**config.mk**
```make
export PLATFORM = sky130hd
export DESIGN_NAME = spi_shift_reg_flat
export DESIGN_NICKNAME = d
export VERILOG_FILES = /design/src/rtl/spi_shift_reg_if.sv /design/src/rtl/spi_shift_reg.sv /design/src/flat_wrapper.sv
export SDC_FILE = /design/constraint.sdc
export NUM_CORES = 1
export LEC_CHECK = 0
export CAP_MARGIN = 20
export CELL_PAD_IN_SITES_DETAIL_PLACEMENT = 0
export CELL_PAD_IN_SITES_GLOBAL_PLACEMENT = 1
export CORE_MARGIN = 4
export CORE_UTILIZATION = 42
export CTS_CLUSTER_DIAMETER = 150
export CTS_CLUSTER_SIZE = 12
export DETAILED_ROUTE_END_ITERATION = 8
export GPL_ROUTABILITY_DRIVEN = 1
export GPL_TIMING_DRIVEN = 0
export HOLD_SLACK_MARGIN = 0.05
export PLACE_DENSITY = 0.95
export SETUP_SLACK_MARGIN = 0.02
export SLEW_MARGIN = 20
export SYNTH_ARGS = -nofsm -noshare
export SYNTH_HDL_FRONTEND = slang
export SYNTH_SLANG_ARGS = --single-unit
```
**constraint.sdc**
```tcl
create_clock -name PCLK -period 4.03 [get_ports PCLK]
set_input_delay 0.6045 -clock PCLK [delete_from_list [all_inputs] [get_ports PCLK]]
set_output_delay 0.6045 -clock PCLK [all_outputs]
set_load 0.02 [all_outputs]
```
**src/rtl/spi_shift_reg_if.sv**
```systemverilog
// Bundle of the SPI data-path control, strobe and data signals between the
// slave-select/APB side (master modport) and the shift register (slave modport).
interface spi_shift_reg_if #(
  parameter int unsigned DATA_W = 8
);
  logic              mstr_i;
  logic              spiswai_i;
  logic              cpha_i;
  logic              lsbfe_i;
  logic              ss_i;
  logic              send_data_i;
  logic [DATA_W-1:0] data_mosi_i;
  logic              sclk_lead_i;
  logic              sclk_trail_i;
  logic              miso_i;
  logic              receive_data_i;
  logic              mosi_o;
  logic [DATA_W-1:0] data_miso_o;
  logic              shift_done_o;

  modport master (
    output mstr_i, spiswai_i, cpha_i, lsbfe_i, ss_i, send_data_i, data_mosi_i,
    output sclk_lead_i, sclk_trail_i, miso_i, receive_data_i,
    input  mosi_o, data_miso_o, shift_done_o
  );

  modport slave (
    input  mstr_i, spiswai_i, cpha_i, lsbfe_i, ss_i, send_data_i, data_mosi_i,
    input  sclk_lead_i, sclk_trail_i, miso_i, receive_data_i,
    output mosi_o, data_miso_o, shift_done_o
  );
endinterface

```
**src/rtl/spi_shift_reg.sv**
```systemverilog
// Master-side SPI shift register: serialises the transmit word on MOSI and assembles MISO.
// Define SPI_SHIFT_LOOPBACK_EN to sample mosi_o instead of miso_i (internal loopback).
module spi_shift_reg #(
  parameter int unsigned DATA_W = 8,
  parameter int unsigned CNT_W  = 4
) (
  input logic            PCLK,
  input logic            PRESET_n,
  spi_shift_reg_if.slave bus
);

  localparam logic [CNT_W-1:0] FullCnt = CNT_W'(DATA_W);
  localparam logic [CNT_W-1:0] LastCnt = CNT_W'(DATA_W - 1);

  logic [DATA_W-1:0] tx_sr_q, tx_sr_d;
  logic [DATA_W-1:0] rx_sr_q, rx_sr_d;
  logic [DATA_W-1:0] data_miso_q, data_miso_d;
  logic [CNT_W-1:0]  bit_cnt_q, bit_cnt_d;
  logic              mosi_q, mosi_d;
  logic              shift_done_q, shift_done_d;

  logic enabled, active, load, lead, trail, sample, shift, sample_bit;

  always_comb begin
    enabled = bus.mstr_i & ~bus.spiswai_i;
    active  = enabled & ~bus.ss_i;
    load    = enabled & bus.send_data_i;
    lead    = active & bus.sclk_lead_i;
    // Simultaneous lead and trail is a protocol error; the trail is dropped.
    trail   = active & bus.sclk_trail_i & ~bus.sclk_lead_i;
    sample  = (bus.cpha_i ? trail : lead) && (bit_cnt_q < FullCnt);
    shift   = bus.cpha_i ? lead : trail;
`ifdef SPI_SHIFT_LOOPBACK_EN
    sample_bit = mosi_q;
`else
    sample_bit = bus.miso_i;
`endif
  end

  always_comb begin
    tx_sr_d      = tx_sr_q;
    rx_sr_d      = rx_sr_q;
    data_miso_d  = data_miso_q;
    bit_cnt_d    = bit_cnt_q;
    mosi_d       = mosi_q;
    shift_done_d = 1'b0;
    if (load) begin
      tx_sr_d   = bus.data_mosi_i;
      rx_sr_d   = '0;
      bit_cnt_d = '0;
      mosi_d    = bus.lsbfe_i ? bus.data_mosi_i[0] : bus.data_mosi_i[DATA_W-1];
    end else begin
      // No advance before the first sample (CPHA=1 first lead re-drives bit 0) or after the last.
      if (shift && (bit_cnt_q != '0) && (bit_cnt_q < FullCnt)) begin
        if (bus.lsbfe_i) begin
          tx_sr_d = tx_sr_q >> 1;
          mosi_d  = tx_sr_q[1];
        end else begin
          tx_sr_d = tx_sr_q << 1;
          mosi_d  = tx_sr_q[DATA_W-2];
        end
      end
      if (sample) begin
        rx_sr_d      = bus.lsbfe_i ? {sample_bit, rx_sr_q[DATA_W-1:1]}
                                   : {rx_sr_q[DATA_W-2:0], sample_bit};
        bit_cnt_d    = bit_cnt_q + CNT_W'(1);
        shift_done_d = (bit_cnt_q == LastCnt);
      end
      if (bus.receive_data_i) begin
        data_miso_d = rx_sr_d;
      end
    end
  end

  always_ff @(posedge PCLK or negedge PRESET_n) begin
    if (!PRESET_n) begin
      tx_sr_q      <= '0;
      rx_sr_q      <= '0;
      data_miso_q  <= '0;
      bit_cnt_q    <= '0;
      mosi_q       <= 1'b0;
      shift_done_q <= 1'b0;
    end else begin
      tx_sr_q      <= tx_sr_d;
      rx_sr_q      <= rx_sr_d;
      data_miso_q  <= data_miso_d;
      bit_cnt_q    <= bit_cnt_d;
      mosi_q       <= mosi_d;
      shift_done_q <= shift_done_d;
    end
  end

  assign bus.mosi_o       = mosi_q;
  assign bus.data_miso_o  = data_miso_q;
  assign bus.shift_done_o = shift_done_q;

endmodule
```
**src/flat_wrapper.sv**
```systemverilog
// flat-port wrapper written by rule: the top's interface ports become plain ports
module spi_shift_reg_flat 
#(
  parameter int unsigned DATA_W = 8,
  parameter int unsigned CNT_W  = 4
)
  (PCLK, PRESET_n, bus_mstr_i, bus_spiswai_i, bus_cpha_i, bus_lsbfe_i, bus_ss_i, bus_send_data_i, bus_data_mosi_i, bus_sclk_lead_i, bus_sclk_trail_i, bus_miso_i, bus_receive_data_i, bus_mosi_o, bus_data_miso_o, bus_shift_done_o);
  spi_shift_reg_if #(.DATA_W(DATA_W)) bus_i ();
  input logic PCLK;
  input logic PRESET_n;
  input wire logic [$bits(bus_i.mstr_i)-1:0] bus_mstr_i;
  input wire logic [$bits(bus_i.spiswai_i)-1:0] bus_spiswai_i;
  input wire logic [$bits(bus_i.cpha_i)-1:0] bus_cpha_i;
  input wire logic [$bits(bus_i.lsbfe_i)-1:0] bus_lsbfe_i;
  input wire logic [$bits(bus_i.ss_i)-1:0] bus_ss_i;
  input wire logic [$bits(bus_i.send_data_i)-1:0] bus_send_data_i;
  input wire logic [$bits(bus_i.data_mosi_i)-1:0] bus_data_mosi_i;
  input wire logic [$bits(bus_i.sclk_lead_i)-1:0] bus_sclk_lead_i;
  input wire logic [$bits(bus_i.sclk_trail_i)-1:0] bus_sclk_trail_i;
  input wire logic [$bits(bus_i.miso_i)-1:0] bus_miso_i;
  input wire logic [$bits(bus_i.receive_data_i)-1:0] bus_receive_data_i;
  output wire logic [$bits(bus_i.mosi_o)-1:0] bus_mosi_o;
  output wire logic [$bits(bus_i.data_miso_o)-1:0] bus_data_miso_o;
  output wire logic [$bits(bus_i.shift_done_o)-1:0] bus_shift_done_o;
  assign bus_i.mstr_i = bus_mstr_i;
  assign bus_i.spiswai_i = bus_spiswai_i;
  assign bus_i.cpha_i = bus_cpha_i;
  assign bus_i.lsbfe_i = bus_lsbfe_i;
  assign bus_i.ss_i = bus_ss_i;
  assign bus_i.send_data_i = bus_send_data_i;
  assign bus_i.data_mosi_i = bus_data_mosi_i;
  assign bus_i.sclk_lead_i = bus_sclk_lead_i;
  assign bus_i.sclk_trail_i = bus_sclk_trail_i;
  assign bus_i.miso_i = bus_miso_i;
  assign bus_i.receive_data_i = bus_receive_data_i;
  assign bus_mosi_o = bus_i.mosi_o;
  assign bus_data_miso_o = bus_i.data_miso_o;
  assign bus_shift_done_o = bus_i.shift_done_o;
  spi_shift_reg #(.DATA_W(DATA_W), .CNT_W(CNT_W)) u_core (.PCLK(PCLK), .PRESET_n(PRESET_n), .bus(bus_i));
endmodule
```
==> Flow_metrics.wiki, run 1 <==
{| class="wikitable"
! Metric !! Value
|-
| Filler instances || 310
|-
| Area of the placeable core || 0.00344 sq mm
|-
| Max FO, Critical Path || 10
|-
| Count of pins on the block boundary || 30
|-
| Area taken by multi-input logic gates || 726 sq um
|-
| Final min period || 2.22 ns
|-
| Post-Synthesis Cell Area || ~0.0015 sq mm
|-
| Cell leakage power || 0.839 nW
|-
| Number of cells produced by synthesis || 143
|-
| Placer congestion estimate || just over 0.7
|-
| DR pass1 iterations || 3
|-
| Final Net Count || 200
|-
| Post-Layout Cell Count || about 230
|-
| Library cell occupying the most area in the post-synthesis netlist || dfrtp_1
|-
| Synthesized area per cell || around 11 sq um
|-
| Post-synth EDFFs || 0
|-
| Aggregate routed wire length || roughly 3200 microns
|-
| Met1 demand-to-capacity share in global routing || between 10% and 20%
|-
| Area share of and/or/nand/nor cells after synthesis || between 10% and 20%
|-
| Total global routing overflow || 0
|-
| Die area || approximately 0.0047 sq mm
|-
| Post-CTS Hold Fix Bufs || 0
|-
| Number of nets in the synthesized netlist || between 150 and 200
|-
| Post-cts resize count || 0
|-
| HPWL after detailed placement || around 2400 microns
|-
| Total placed cells including tap cells || 217
|-
| Final setup violation count || 0
|-
| Met3 routing resource usage after global routing || 3.78%
|-
| Std cell rows || 21
|-
| DRC violation total after the first TritonRoute iteration || 50
|-
| Critical Path Sink Type || flip-flop
|-
| CTS tree || done
|-
| Async set-reset flop share out of synthesis || 100%
|-
| Die width || slightly below 70 microns
|-
| Adder-cell area share of the yosys netlist || under 10%
|-
| Number of warning messages in the yosys log || 0
|-
| Worst clock skew on the final layout || 0.00444 ns
|-
| Class of the tightest hold or removal check || in -> async
|-
| Critical setup path kind || in -> reg
|-
| Sequential cell area || between 700 and 800 sq um
|-
| Wire length of the first global-routing pass || around 5400 microns
|-
| Die Y || 68.4 microns
|-
| Total of flip-flops plus latches after synthesis || 30
|-
| CP Launch Type || input pin
|-
| Share of layout cells above drive strength 1 || 19.0%
|-
| Cell area power density || between 300 and 400 mW/mm^2
|-
| Unrepaired setup endpoints after global routing || false
|-
| Final count of hold timing violations || 0
|-
| Antenna-violating nets left || 0
|-
| Quantity of I/O buffers inserted on ports || 28
|-
| Area delta synth->final || 28.9%
|-
| Post CTS Setup Buffer Count || 0
|-
| Seq/Total Area, Yosys || 48.9%
|-
| Setup TNS after final layout || 0 ns
|-
| GR peak layer || met2
|-
| Xor and xnor area share after synthesis || 0.571%
|-
| Dominant synthesized flop cell || dfrtp_1
|-
| Number of vias after detailed routing || about 1100
|-
| # diodes || 0
|-
| Bufs on Longest Clock Path || 2
|-
| Endpoint arrival time on the critical path || ~2.4 ns
|-
| Post-synth top area share || 48.9%
|-
| Worst IR Drop VDD || 0.241 mV
|-
| Transition time at the pin with the least slew margin || 0.663 ns
|-
| Overall fraction of global-route tracks in use || between 15 and 20%
|-
| Total design power || ~0.00074 W
|-
| Number of antenna violations at the first check in global routing || 0
|-
| Clock latency reported for the late side of the worst-skew pair || approximately 0.28 ns
|-
| H-tree depth || 2
|-
| Mux contribution to synthesized area || a little under a quarter
|-
| F_max || about 450 MHz
|-
| Worst slew margin relative to its limit || between 50% and 60%
|-
| Average detailed-routed wire length per instance || 14.3 microns
|-
| Clock transition at the registers of the reported paths || 0.06 ns
|-
| Unique cell type count in the Yosys netlist || 26
|-
| Complex-gate fraction of the synthesized area || 7.59%
|-
| Required time of the critical path || approximately 4.2 ns
|-
| Number of buffers created by CTS || 5
|-
| Via-to-Cell Ratio || approximately 5
|-
| Max-cap check violation count || 0
|-
| Number of sinks handled by clock tree synthesis || 30
|-
| Area contributors post-synth || dfrtp_1 (49%), mux2i_1 (12%), mux2_2 (11%)
|-
| Combinational family with the most area after synthesis || multiplexers
|-
| DRC Markers || 0
|-
| Fin. max-slew vios || 0
|-
| Initial cell density of the core || approximately 45%
|-
| Met2 usage in global routing || roughly a quarter
|-
| Result of the run || finished, final reports clean
|-
| Share of the cycle needed by the critical path after routing || between 50% and 60%
|-
| Maximum number of pins on one net before global-route repair || 31
|-
| Clock root cell || clkbuf_8
|-
| Vias in the first global route || roughly 1200
|}
## flip-flops by register name, summed over array words and instances, names as in the netlist
name,cells
u_core.bus.data_miso_o,8
u_core.rx_sr_q,8
u_core.tx_sr_q,8
u_core.bit_cnt_q,4
u_core.bus.mosi_o,1
u_core.bus.shift_done_o,1
## placed cells by master (no fill, tap or decap)
cell,n
nor2b_1,1
clkbuf_8,8
mux2_2,15
o21ai_0,1
or3b_2,2
or2_2,2
xnor2_1,1
mux2i_1,19
dfrtp_1,30
buf_1,1
o21ai_1,16
inv_1,3
a21oi_2,1
nor2_1,13
clkdlybuf4s50_1,27
nand3_1,1
nand3b_1,1
and2_1,1
buf_2,2
a211oi_1,1
clkbuf_1,4
or4b_4,1
nand2b_1,3
and3b_1,1
nand2_1,19
buf_6,2
ha_1,2
a221oi_2,1
## final cells by class
cell class / instances / area share (%)
sequential: 30 / 38.0
multi-input combinational: 102 / 36.7
timing repair buffer: 28 / 13.9
clock buffer: 8 / 5.57
tap: 46 / 2.91
buffer: 8 / 2.34
inverter: 3 / 0.570
## kinds of logic (layout without fill, tap and decap cells)
family                     Yosys count  after routing
buffers and inverters               11             47
xor gates and xnor gates             1              1
DFF                                 30             30
AOI/OAI and AO/OA                   20             20
adders and majority gates            2              2
and+or+nand+nor                     45             45
muxes                               34             34
## per-layer routing
metal | share of wire (%) | vias to the layer above | wire (microns)
met1 | 45 | 535 | 1450
li1 | - | 558 | -
met4 | 1.6 | 0 | 53
met2 | 49 | 22 | 1580
met5 | 0 | - | 0
met3 | 4.4 | 5 | 142
## critical path, stage by stage
cell and delay [ns]:
clkdlybuf4s50_1 0.49, or4b_4 0.49, a21oi_2 0.19, buf_6 0.20
mux2i_1 0.28, o21ai_1 0.11
## per-stage QoR
stage / worst slack [ns] / util, % / hold slack [ns] / cell area, sq um
after global routing: 1.71 / 57.4 / 0.400 / 1980
final: 1.81 / 57.4 / 0.353 / 1980
after global placement: 1.58 / 54.4 / 0.472 / 1870
after floorplan: 2.15 / - / 0.309 / 1530
after CTS: 1.80 / 57.4 / 0.371 / 1980
after detailed placement: 1.51 / 54.2 / 0.479 / 1870
## cell usage after synthesis, types with 3 or more instances
cell / n
clkbuf_1: 4
dfrtp_1: 30
inv_1: 3
mux2_2: 15
mux2i_1: 19
nand2_1: 19
nand2b_1: 3
nor2_1: 13
o21ai_1: 16
## report_power, final
group / switching (W) / internal, W
logic: 0.0000520 / 0.0000611
registers: 0.0000183 / 0.000325
clock network: 0.000110 / 0.000172
## worst paths after layout
| path | depth (start not counted) | to | slack [ns] | start |
|---|---|---|---|---|
| worst min-delay path | 1 | u_core.bus.data_miso_o[5] | 0.35 | PRESET_n |
| worst max-delay path | 6 | u_core.bus.data_miso_o[5] | 1.81 | bus_mstr_i |
| min in group PCLK | 2 | u_core.bus.data_miso_o[7] | 0.48 | u_core.bus.data_miso_o[7] |
| max in group asynchronous | 1 | u_core.bus.data_miso_o[0] | 3.25 | PRESET_n |
| worst min register to register | 2 | u_core.bus.data_miso_o[7] | 0.48 | u_core.bus.data_miso_o[7] |
| worst max register to register | 5 | u_core.bus.data_miso_o[5] | 2.18 | u_core.bit_cnt_q[3] |
No activity file was read; power rests on OpenSTA's default activity.
==> inputs of run 2 (changes only) <==
- CORE_UTILIZATION: 42 -> 39
- PLACE_DENSITY: 0.95 -> 0.9
- clock period: 4.03 -> 2.1 ns (I/O delays scaled with it)
==> run 2 against run 1 <==
Against the previous run:
- cell area shrank 1.5%
- utilization down 5.4 points
- global-route usage is 1.4 points lower
- combinational power grew 93%
- worst setup slack worse by 1.6 ns
- sequential power rose by 92%
- first-iteration DRC count shrank 24%
- register-to-register slack worse by 2.0 ns
- cell count up 0.44%
- non-clock buffer count did not move
- critical path type unchanged
==> Flow_metrics.wiki, run 2 (synthesis gave the netlist of run 1 again) <==
{| class="wikitable"
! Metric !! Value
|-
| F_max || around 520 MHz
|-
| Std cell rows || 22 (+4.8%)
|-
| Required time of the critical path || 2.25 ns (-1.93 ns)
|-
| Worst IR Drop VDD || 0.429 mV (+78%)
|-
| Critical path origin || bus_mstr_i
|-
| Fin. max-slew vios || 0 (unchanged)
|-
| Overall fraction of global-route tracks in use || 14.5% (-1.4 points)
|-
| Result of the run || finished, final reports clean
|-
| DR pass1 iterations || 4 (+1)
|-
| DRC Markers || 0 (unchanged)
|-
| Bufs on Longest Clock Path || 2 (unchanged)
|-
| Final Instance Area || 0.00195 sq mm (-1.5%)
|-
| Final min period || 1.93 ns
|-
| Aggregate routed wire length || 3300 microns (+2.3%)
|-
| Post-CTS Hold Fix Bufs || 0 (unchanged)
|-
| Number of antenna violations at the first check in global routing || 0 (unchanged)
|-
| Worst clock skew on the final layout || 0.00404 ns (-0.000395 ns)
|-
| Filler instances || 353 (+14%)
|-
| Share of the cycle needed by the critical path after routing || about 90%
|-
| Die Y || 70.7 microns (+3.3%)
|-
| Transition time at the pin with the least slew margin || 0.676 ns (+0.0132 ns)
|-
| Initial cell density of the core || 41.0% (-3.6 points)
|-
| Clock root cell || clkbuf_8
|-
| # diodes || 0 (unchanged)
|-
| Number of vias after detailed routing || 1134 (+1.3%)
|-
| Maximum number of pins on one net before global-route repair || 31 (unchanged)
|-
| HPWL after detailed placement || 2490 microns (+5.7%)
|-
| Total global routing overflow || 0 (unchanged)
|-
| Final Net Count || 200 (unchanged)
|-
| Reg-to-reg critical path startpoint || u_core.bit_cnt_q[3]
|-
| Via-to-Cell Ratio || 5.02 (+0.80%)
|-
| Area of placed instances || 0.00187 sq mm (+0.13%)
|-
| Final count of hold timing violations || 0 (unchanged)
|-
| Die area || 0.00500 sq mm (+6.8%)
|-
| Worst slew margin relative to its limit || 54.9% (-0.88 points)
|-
| Worst slack on hold paths || 0.0703 ns (-0.282 ns)
|-
| Unrepaired setup endpoints after global routing || false
|-
| Cell depth of the worst flop-to-flop path || 5 (unchanged)
|-
| Area delta synth->final || 27.0%
|-
| Critical setup path kind || in -> reg
|-
| Vias in the first global route || 1219 (-0.73%)
|-
| Post-cts resize count || 0 (unchanged)
|-
| Max FO, Critical Path || 10 (unchanged)
|-
| Quantity of I/O buffers inserted on ports || 28 (unchanged)
|-
| Max-cap check violation count || 0 (unchanged)
|-
| Wire length of the first global-routing pass || 5800 microns (+6.7%)
|-
| Area of the placeable core || 0.00374 sq mm (+8.8%)
|-
| Commonest non-fill, non-tap cells in the layout || dfrtp_1 (30), clkdlybuf4s50_1 (27), mux2i_1 (19), nand2_1 (19), o21ai_1 (16)
|-
| DRC violation total after the first TritonRoute iteration || 38 (-24%)
|-
| CP Launch Type || input pin
|-
| CTS tree || done
|-
| Critical Path Sink Type || flip-flop
|-
| Clock latency reported for the late side of the worst-skew pair || 0.28 ns (about the same)
|-
| Most common library cell in the layout ignoring fill and taps || dfrtp_1
|-
| Final setup violation count || 0 (unchanged)
|-
| Number of sinks handled by clock tree synthesis || 30 (unchanged)
|-
| Count of pins on the block boundary || 30 (unchanged)
|-
| Endpoint arrival time on the critical path || 2.09 ns (-0.29 ns)
|-
| Number of buffers created by CTS || 5 (unchanged)
|-
| Post CTS Setup Buffer Count || 0 (unchanged)
|-
| H-tree depth || 2 (unchanged)
|-
| Average detailed-routed wire length per instance || 14.6 microns (+1.9%)
|-
| Antenna-violating nets left || 0 (unchanged)
|-
| Setup TNS after final layout || 0 ns (unchanged)
|-
| Class of the tightest hold or removal check || in -> async
|-
| Placer congestion estimate || 0.753 (+3.9%)
|-
| Clock transition at the registers of the reported paths || 0.06 ns (about the same)
|-
| Die width || 70.7 microns (+3.3%)
|-
| Cell area power density || 671 mW/mm^2 (+80%)
|-
| Share of layout cells above drive strength 1 || 18.5% (-0.46 points)
|-
| Cell leakage power || 0.825 nW (-1.6%)
|}
## run 2: cell types whose count changed in the layout (fill, tap and decap cells not counted)
cell      change
clkbuf_8      -3
clkinv_2      +2
## run 2: path summary, 6_finish.rpt
path                                        endpoint  slack [ns]
min                          u_core.bus.shift_done_o        0.07
min in group PCLK          u_core.bus.data_miso_o[6]        0.49
max reg2reg                u_core.bus.data_miso_o[1]        0.23
max in group asynchronous          u_core.rx_sr_q[5]        1.59
max                        u_core.bus.data_miso_o[1]        0.17
min reg2reg                u_core.bus.data_miso_o[6]        0.49
## run 2: layout make-up
cell class / instances / area (sq um) / area share, %
sequential: 30 / 751 / 38.5
multi-input combinational: 102 / 726 / 37.3
timing repair buffer: 28 / 275 / 14.1
clock buffer: 5 / 68.8 / 3.53
tap: 48 / 60.1 / 3.08
buffer: 8 / 46.3 / 2.38
inverter: 3 / 11.3 / 0.578
clock inverter: 2 / 10.0 / 0.514
## run 2: worst max-delay path, cell delays in order
cell and delay [ns]:
clkdlybuf4s50_1 0.48, or4b_4 0.49, a21oi_2 0.20, buf_6 0.20
mux2i_1 0.28, o21ai_1 0.11
## run 2: metrics by stage
stage / cells / setup WS, ns / util [%] / power (W)
2_1_floorplan: 143 / 0.443 / - / 0.000791
3_3_place_gp: 219 / -0.0614 / 50.1 / 0.000875
3_5_place_dp: 219 / -0.111 / 49.9 / 0.000889
4_1_cts: 226 / 0.177 / 52.0 / 0.00132
5_1_grt: 226 / 0.119 / 52.0 / 0.00138
6_report: 226 / 0.167 / 52.0 / 0.00131
## run 2: power breakdown
group | total, W | leakage, nW | internal [W] | switching (W)
Clock | 0.000432 | 0.0438 | 0.000222 | 0.000210
Combinational | 0.000218 | 0.377 | 0.000117 | 0.000101
Sequential | 0.000657 | 0.404 | 0.000624 | 0.0000335
Total | 0.00131 | 0.825 | 0.000963 | 0.000345
## run 2: layer usage
layer	GRT usage, %	vias up	part of all wire (%)
li1	-	556	-
met4	4.38	0	1.1
met5	0	-	0
met3	6.25	5	6.6
met2	22.8	25	47
met1	18.2	548	45
